## config.mk

```make
export PLATFORM = sky130hd
export DESIGN_NAME = fahrenheit_to_celsius_seq
export DESIGN_NICKNAME = d
export VERILOG_FILES = /design/src/rtl/temp_conv_pkg.sv /design/src/rtl/restoring_div_const.sv /design/src/rtl/fahrenheit_to_celsius_seq.sv
export SDC_FILE = /design/constraint.sdc
export NUM_CORES = 1
export LEC_CHECK = 0
export CAP_MARGIN = 10
export CORE_AREA = 2 2 94 96
export DETAILED_ROUTE_END_ITERATION = 7
export DIE_AREA = 0 0 96 98
export PLACE_DENSITY = 0.64
export SLEW_MARGIN = 10
export SYNTH_ARGS = -nofsm -noshare
export SYNTH_HDL_FRONTEND = slang
export SYNTH_HIERARCHICAL = 1
export SYNTH_SLANG_ARGS = --single-unit
```

## constraint.sdc

```tcl
create_clock -name clk -period 2 [get_ports clk]
set_input_delay 0.2 -clock clk [delete_from_list [all_inputs] [get_ports clk]]
set_output_delay 0.2 -clock clk [all_outputs]
set_load 0.01 [all_outputs]
```

## src/rtl/temp_conv_pkg.sv

```systemverilog
// Shared constants and types for the thermostat Celsius/Fahrenheit conversion blocks.
package temp_conv_pkg;

  localparam int unsigned F_OFFSET    = 32;
  localparam int unsigned F_MAX       = 491;
  localparam int unsigned C_MAX       = 255;
  localparam int unsigned DIV_DIVISOR = 9;
  localparam int unsigned ROUND_BIAS  = 8;
  localparam int unsigned F_TO_C_MUL  = 5;

  // Celsius-to-Fahrenheit direction: F = C*9/5 + 32
  localparam int unsigned C_TO_F_MUL    = 9;
  localparam int unsigned C_TO_F_DIV    = 5;
  localparam int unsigned C_TO_F_OFFSET = 32;

  typedef enum logic [1:0] {
    IDLE = 2'd0,
    DIV  = 2'd1,
    DONE = 2'd2
  } conv_state_t;

endpackage

```

## src/rtl/restoring_div_const.sv

```systemverilog
// Iterative restoring divider by a constant: one quotient bit per cycle, MSB first.
module restoring_div_const #(
  parameter int unsigned WIDTH   = 12,
  parameter int unsigned DIVISOR = 9
) (
  input  logic             clk,
  input  logic             rst,
  input  logic             load,
  input  logic [WIDTH-1:0] dividend,
  output logic [WIDTH-1:0] quotient,
  output logic             done
);

  localparam int unsigned RW = $clog2(DIVISOR) + 1;
  localparam int unsigned CW = (WIDTH > 1) ? $clog2(WIDTH) : 1;

  logic [RW-1:0]    rem_r;
  logic [RW-1:0]    trial;
  logic [RW-1:0]    rem_next;
  logic [WIDTH-1:0] dvd_r;
  logic [WIDTH-1:0] quo_r;
  logic [CW-1:0]    count_r;
  logic             busy_r;
  logic             fits;
  logic             last;

  // quotient includes the bit resolved this cycle, so it is final while done is high
  always_comb begin
    trial    = {rem_r[RW-2:0], dvd_r[WIDTH-1]};
    fits     = (trial >= RW'(DIVISOR));
    rem_next = fits ? (trial - RW'(DIVISOR)) : trial;
    quotient = {quo_r[WIDTH-2:0], fits};
    last     = (count_r == CW'(WIDTH - 1));
    done     = busy_r & last;
  end

  always_ff @(posedge clk or posedge rst) begin
    if (rst) begin
      rem_r   <= '0;
      dvd_r   <= '0;
      quo_r   <= '0;
      count_r <= '0;
      busy_r  <= 1'b0;
    end else if (load) begin
      rem_r   <= '0;
      dvd_r   <= dividend;
      quo_r   <= '0;
      count_r <= '0;
      busy_r  <= 1'b1;
    end else if (busy_r) begin
      rem_r   <= rem_next;
      dvd_r   <= {dvd_r[WIDTH-2:0], 1'b0};
      quo_r   <= quotient;
      count_r <= last ? '0 : (count_r + CW'(1));
      if (last) busy_r <= 1'b0;
    end
  end

endmodule

```

## src/rtl/fahrenheit_to_celsius_seq.sv

```systemverilog
// Fahrenheit-to-Celsius converter, ceil((F-32)*5/9) with clamping, valid/ready on both sides.
module fahrenheit_to_celsius_seq
  import temp_conv_pkg::*;
#(
  parameter int unsigned DIV_ITERS = 12
) (
  input  logic        clk,
  input  logic        rst,
  input  logic [15:0] fahrenheit_value,
  input  logic        in_valid,
  output logic        in_ready,
  output logic [7:0]  celsius_value,
  output logic        underflow,
  output logic        overflow,
  output logic        out_valid,
  input  logic        out_ready
);

  conv_state_t           state_r;
  logic signed [16:0]    diff;
  logic [DIV_ITERS-1:0]  dividend_next;
  logic [DIV_ITERS-1:0]  quotient;
  logic                  uf_next;
  logic                  of_next;
  logic                  uf_pend_r;
  logic                  of_pend_r;
  logic                  accept;
  logic                  div_done;
  logic                  unused_quot_hi;

  assign in_ready  = (state_r == IDLE);
  assign out_valid = (state_r == DONE);
  assign accept    = in_valid & in_ready;

  // +ROUND_BIAS turns the divider's floor into ceil((F-32)*5/9)
  always_comb begin
    diff          = signed'({1'b0, fahrenheit_value}) - signed'(17'(F_OFFSET));
    uf_next       = 1'b0;
    of_next       = 1'b0;
    dividend_next = '0;
    if (diff < 0) begin
      uf_next = 1'b1;
    end else if (fahrenheit_value > 16'(F_MAX)) begin
      of_next       = 1'b1;
      dividend_next = DIV_ITERS'(C_MAX * DIV_DIVISOR + ROUND_BIAS);
    end else begin
      dividend_next = DIV_ITERS'(diff[DIV_ITERS-1:0] * DIV_ITERS'(F_TO_C_MUL))
                    + DIV_ITERS'(ROUND_BIAS);
    end
  end

  restoring_div_const #(
    .WIDTH   (DIV_ITERS),
    .DIVISOR (DIV_DIVISOR)
  ) u_div (
    .clk      (clk),
    .rst      (rst),
    .load     (accept),
    .dividend (dividend_next),
    .quotient (quotient),
    .done     (div_done)
  );

  assign unused_quot_hi = ^quotient[DIV_ITERS-1:8];

  always_ff @(posedge clk or posedge rst) begin
    if (rst) begin
      state_r       <= IDLE;
      uf_pend_r     <= 1'b0;
      of_pend_r     <= 1'b0;
      celsius_value <= '0;
      underflow     <= 1'b0;
      overflow      <= 1'b0;
    end else begin
      case (state_r)
        IDLE: if (in_valid) begin
          state_r   <= DIV;
          uf_pend_r <= uf_next;
          of_pend_r <= of_next;
        end
        DIV: if (div_done) begin
          state_r       <= DONE;
          celsius_value <= quotient[7:0];
          underflow     <= uf_pend_r;
          overflow      <= of_pend_r;
        end
        DONE: if (out_ready) state_r <= IDLE;
        default: state_r <= IDLE;
      endcase
    end
  end

endmodule

```

---- Word level (Yosys, flattened, before mapping) ----
Index checks and enable logic that the tools add are counted.
storage, ports and cells
  register bits after elaboration ......... 42
  input bits .............................. 20
  output and inout bits ................... 12
  logic and storage cells ................. 54
operators by class
  add/sub/neg operators ................... 4
  $mul .................................... 1
  $lt $le $gt $ge ......................... 3
  equal/unequal tests ..................... 6
  muxes and demuxes ....................... 22
  bitwise logic cells ..................... 2
  reductions and logical operators ........ 5
operator list
  kind                                                                number
  two-way mux 12 bit                                                  4
  two-way mux 4 bit                                                   6
  less-than comparator 17 x 1 -> 1 bit (second input constant)        1
  subtractor 16 x 6 -> 17 bit (second input constant)                 1
  greater-than comparator 16 x 9 -> 1 bit (second input constant)     1
  two-way mux 7 bit                                                   2
  adder 12 x 4 -> 12 bit (second input constant)                      1
  multiplier 12 x 3 -> 12 bit (second input constant)                 1
  two-way mux 1 bit                                                   6
  two-way mux 2 bit                                                   3
  one-hot mux 2 bit (3 select lines)                                  1
  greater-or-equal comparator 5 x 4 -> 1 bit (second input constant)  1
  adder 4 x 1 -> 4 bit (second input constant)                        1
  equality test 4 bit (second input constant)                         1
  inequality test 2 bit (second input constant)                       2
  AND reduction 2 bit                                                 2
  subtractor 4 bit (second input constant)                            1
  AND reduction 3 bit                                                 1
  AND 1 bit                                                           2
  equality test 2 x 1 -> 1 bit (second input constant)                1
  equality test 2 bit (second input constant)                         1
  zero test 2 bit                                                     1
  inequality test 2 x 1 -> 1 bit (second input constant)              1
  nonzero test 2 bit                                                  1

---- Longest topological paths before layout ----
  depth in word-level cells ............... 6
  depth in mapped cells ................... 14
  mapped depth without buffers ............ 14

---- Hierarchy ----
Netlist, hierarchy kept.
modules (own cells, without submodules)
  module                     instances  cells an instance  area an instance (um2)  seq. area each (um2)
  restoring_div_const        1          149                1555.2                  800.8
  fahrenheit_to_celsius_seq  1          125                1297.5                  350.3

---- Least setup slack after synthesis ----
Ideal clock, no wire load.
  path kind ............................... input to register
  from .................................... input fahrenheit_value[5]
  to ...................................... register u_div.dvd_r[11]
  setup time .............................. 133 ps
  arrival ................................. 2557 ps
  required time ........................... 1867 ps
  path slack .............................. -690 ps
  cell stages on the path ................. 13
  path buffers ............................ 0
  cell sequence ........................... or4_1 > nor2_1 > xor2_1 > ha_1 > ha_1 > ha_1 > nor4_1 > o21ai_0 > o211ai_1 > xnor2_1 > o21a_1 > nand2_1 > o21ai_0
on the way
  longest elaborated chain between the ends .. 6
  elaborated cells between the ends (all ways) .. 8
  those cells by class .................... add/sub (2); mul (1); order compare (2); mux (3)
ends and longest elaborated chain
  what                         line                             text
  from (decl)                  fahrenheit_to_celsius_seq.sv:9   input logic [15:0] fahrenheit_value,
  subtractor 16 x 6 -> 17 bit  fahrenheit_to_celsius_seq.sv:37  diff = signed'({1'b0, fahrenheit_value}) - signed'(17'(F_OFFSET));
  multiplier 12 x 3 -> 12 bit  fahrenheit_to_celsius_seq.sv:47  dividend_next = DIV_ITERS'(diff[DIV_ITERS-1:0] * DIV_ITERS'(F_TO_C_MUL))
  adder 12 x 4 -> 12 bit       fahrenheit_to_celsius_seq.sv:48  + DIV_ITERS'(ROUND_BIAS);
  two-way mux 12 bit           fahrenheit_to_celsius_seq.sv:43  end else if (fahrenheit_value > 16'(F_MAX)) begin
  two-way mux 12 bit (*)       fahrenheit_to_celsius_seq.sv:41  if (diff < 0) begin
  via dividend_next[11]        fahrenheit_to_celsius_seq.sv:21  logic [DIV_ITERS-1:0] dividend_next;
  two-way mux 12 bit (*)       restoring_div_const.sv:44        end else if (load) begin
  to (signal assigned)         restoring_div_const.sv:46        dvd_r <= dividend;
  to (signal assigned)         restoring_div_const.sv:52        dvd_r <= {dvd_r[WIDTH-2:0], 1'b0};
  to (decl)                    restoring_div_const.sv:20        logic [WIDTH-1:0] dvd_r;
The timed path passes the listed nets; every way through them passes the cells marked *.
A chain may end at the register's enable or synchronous reset.

---- Worst setup path after layout ----
  from .................................... input fahrenheit_value[7]
  to ...................................... register u_div.dvd_r[11]
The elaborated chain is that of the path after synthesis.

==> flow_metrics.py <==
metrics = {
    "pwr": {
        "p_clk_frac": 0.135,
        "leakagePower_nw": 1.630,
        "p_sw_w": 0.001450,
        "powerDensity_mw_per_mm2": 1075,
        "p_int_w": 0.002522,
        "p_comb_frac": 0.478,
        "ir_worst_vdd_uv": 374.7,
        "seqPwrFrac": 0.387,
        "swShare": 0.3650,
    },
    "layout": {
        "final_cells": 428,
        "final_cell_mix": "42 x dfrtp_1, 33 x buf_4, 21 x mux2i_1, 21 x clkdlybuf4s50_1",
        "final_nets": 367,
        "seq_area_mm2": 0.001051,
        "layout_commonest_cell": "dfrtp_1",
        "diodes": 0,
        "drive_above_1_share": 0.3125,
        "syn2layout_area_growth_pct": 36.97,
        "multi_input_area_mm2": 0.001817,
        "design_area_mm2": 0.003695,
        "fillers": 786,
        "utilization": 0.4364,
    },
    "hold_path": {
        "hold_class": "input pin to async pin",
    },
    "clock_tree": {
        "cts-root-buf": "clkbuf_8",
        "clockBufferDepth": 2,
        "clk_latency_ns": 0.29,
        "cts_tree": "done",
        "htree_levels": 2,
        "numCtsBuffers": 5,
        "cts_hold_buf": 0,
        "clk_pin_slew_ns": 0.08,
        "clock_sinks": 42,
    },
    "place": {
        "io_buffers": 31,
        "dp.cells": 417,
        "dpl.hpwl_um": 3855,
        "place_congestion": 0.8054,
        "place_area_mm2": 0.003471,
    },
    "status": {
        "status": "finished with violations",
        "violations": "negative setup slack",
    },
    "worst_setup_path": {
        "worstSetupEndpointType": "flop",
        "cp_data_arrival_time_ns": 2.50,
        "path_depth": 13,
        "critPathTopFamily": "simple AND/OR/NAND/NOR gates",
        "slowest_stage": "or4_4",
        "critPathBufInv": 1,
        "worstSetupStartpointType": "input pin",
        "path_max_fanout": 3,
        "critPathKind": "input pin to flop",
        "cp.required_ns": 2.18,
        "cp_slowest_stage_delay_ns": 0.56,
        "r2r_cells": 6,
        "cp_cell_sequence": "buf_6, or4_4, nand2_1, ha_1, ha_4, ha_4, nor4_2, nor2_1, o211ai_1, xnor2_1, o21a_1, nand2_1, o21ai_1",
    },
    "global_routing": {
        "grt_pass1_vias": 2039,
        "grt_first_pass_wirelength_um": 9004,
        "grt_usage": 0.1170,
        "antenna_found_initial": 0,
        "grt-ovfl-total": 0,
        "grt_max_degree": 43,
    },
    "drt": {
        "vias_per_cell": 4.815,
        "vias": 2061,
        "drc": 0,
        "routedWlPerCell_um": 12.12,
        "first_pass_iters": 4,
        "wl_um": 5189,
        "antenna_left": 0,
        "drtIter0Drc": 60,
    },
    "sta": {
        "fin_crit_ns": 2.319,
        "setup_ws_ns": -0.3191,
        "finalSetupViolations": 4,
        "fin_tns_setup_ns": -0.7394,
        "finalCritPeriodShare": 1.160,
        "slew_viol_final": 0,
        "worst_slew_pin_slew_ns": 0.5380,
        "rsz0062_at_grt": "yes",
        "fin_skew_ns": 0.005974,
        "slew_headroom": 0.6409,
        "hold_viol": 0,
        "max_freq_mhz": 431.2,
    },
    "floorplanning": {
        "die_w_um": 96,
        "start_util": 0.3187,
        "core_mm2": 0.008466,
        "rows": 34,
        "die-area_mm2": 0.009408,
        "ios": 32,
        "die_y_um": 98,
    },
    "synthesis": {
        "syn_area_mm2": 0.002698,
        "syn-num-nets": 310,
        "ys_warn_count": 6,
        "postSynthCellCount": 262,
        "avgSynthCellArea_um2": 10.30,
    },
    "run": {
        "maxCapViolCount": 0,
    },
}
area by class of cell:
class                           instances  area share
Tap cell                              108     0.03657
Clock buffer                            5     0.01863
Sequential cell                        42      0.2845
Clock inverter                          3    0.005757
Inverter                               12     0.01219
Timing Repair Buffer                   65      0.1507
Multi-Input combinational cell        193      0.4917
worst register-to-register path: cells and delay by family, from the launching register on:
family          cells  cell delay [ns]
buf+inv             2             0.16
fa+ha+maj           1             0.23
mux                 1             0.25
compound gates      1             0.17
flops               1             0.46
simple gates        1             0.44
flip-flops by register name, indices dropped and copies added (netlist names):
signal and flops:
u_div/count_r 4, underflow 1, state_r 2, uf_pend_r 1
of_pend_r 1, overflow 1, celsius_value 8, u_div/busy_r 1
u_div/rem_r 4, u_div/dvd_r 12, u_div/quo_r 7
final timing paths:
path / startpoint / endpoint / slack [ns]
max reg2reg: u_div/rem_r[0] / celsius_value[0] / 0.18
max in group asynchronous: rst / state_r[1] / 1.37
min in group clk: fahrenheit_value[0] / u_div/dvd_r[0] / 0.40
min reg2reg: state_r[1] / state_r[0] / 0.47
max: fahrenheit_value[7] / u_div/dvd_r[11] / -0.32
min: rst / celsius_value[0] / 0.28
routing by layer:
metal  part of all wire  routed length (µm)  up-vias  global-route usage
met2               0.50                2575       31              0.1966
li1                   -                   -     1039                   -
met5                  0                   0        -                   0
met1               0.47                2416      989              0.1494
met4             0.0042                  22        0             0.02418
met3              0.034                 175        2             0.03241
per-stage QoR:
| step | hold slack, ns | setup WS, ns | total power (W) |
|---|---|---|---|
| after floorplan | 0.08922 | -0.4530 | 0.002869 |
| after global placement | 0.4616 | -0.9908 | 0.003342 |
| after detailed placement | 0.4662 | -1.098 | 0.003403 |
| after CTS | 0.2896 | -0.3953 | 0.004002 |
| after global routing | 0.3246 | -0.4275 | 0.004345 |
| final | 0.2784 | -0.3191 | 0.003972 |
power groups by stage:
stage / logic, W / clock network (W) / registers, W
final: 0.00190 / 0.000537 / 0.00154
after global routing: 0.00214 / 0.000598 / 0.00161
after detailed placement: 0.00185 / 0 / 0.00155
after global placement: 0.00180 / 0 / 0.00154
after floorplan: 0.00139 / 0 / 0.00147
after CTS: 0.00189 / 0.000569 / 0.00154
timing repair:
| action | 4_1_cts | 5_1_grt |
|---|---|---|
| setup endpoints to repair | 7 | 6 |
| gates cloned | 0 | 0 |
| buffers inserted | 3 | 0 |
| resized for setup | 41 | 12 |
| pin swaps | 19 | 8 |
Power figures use the tool's default switching activity.
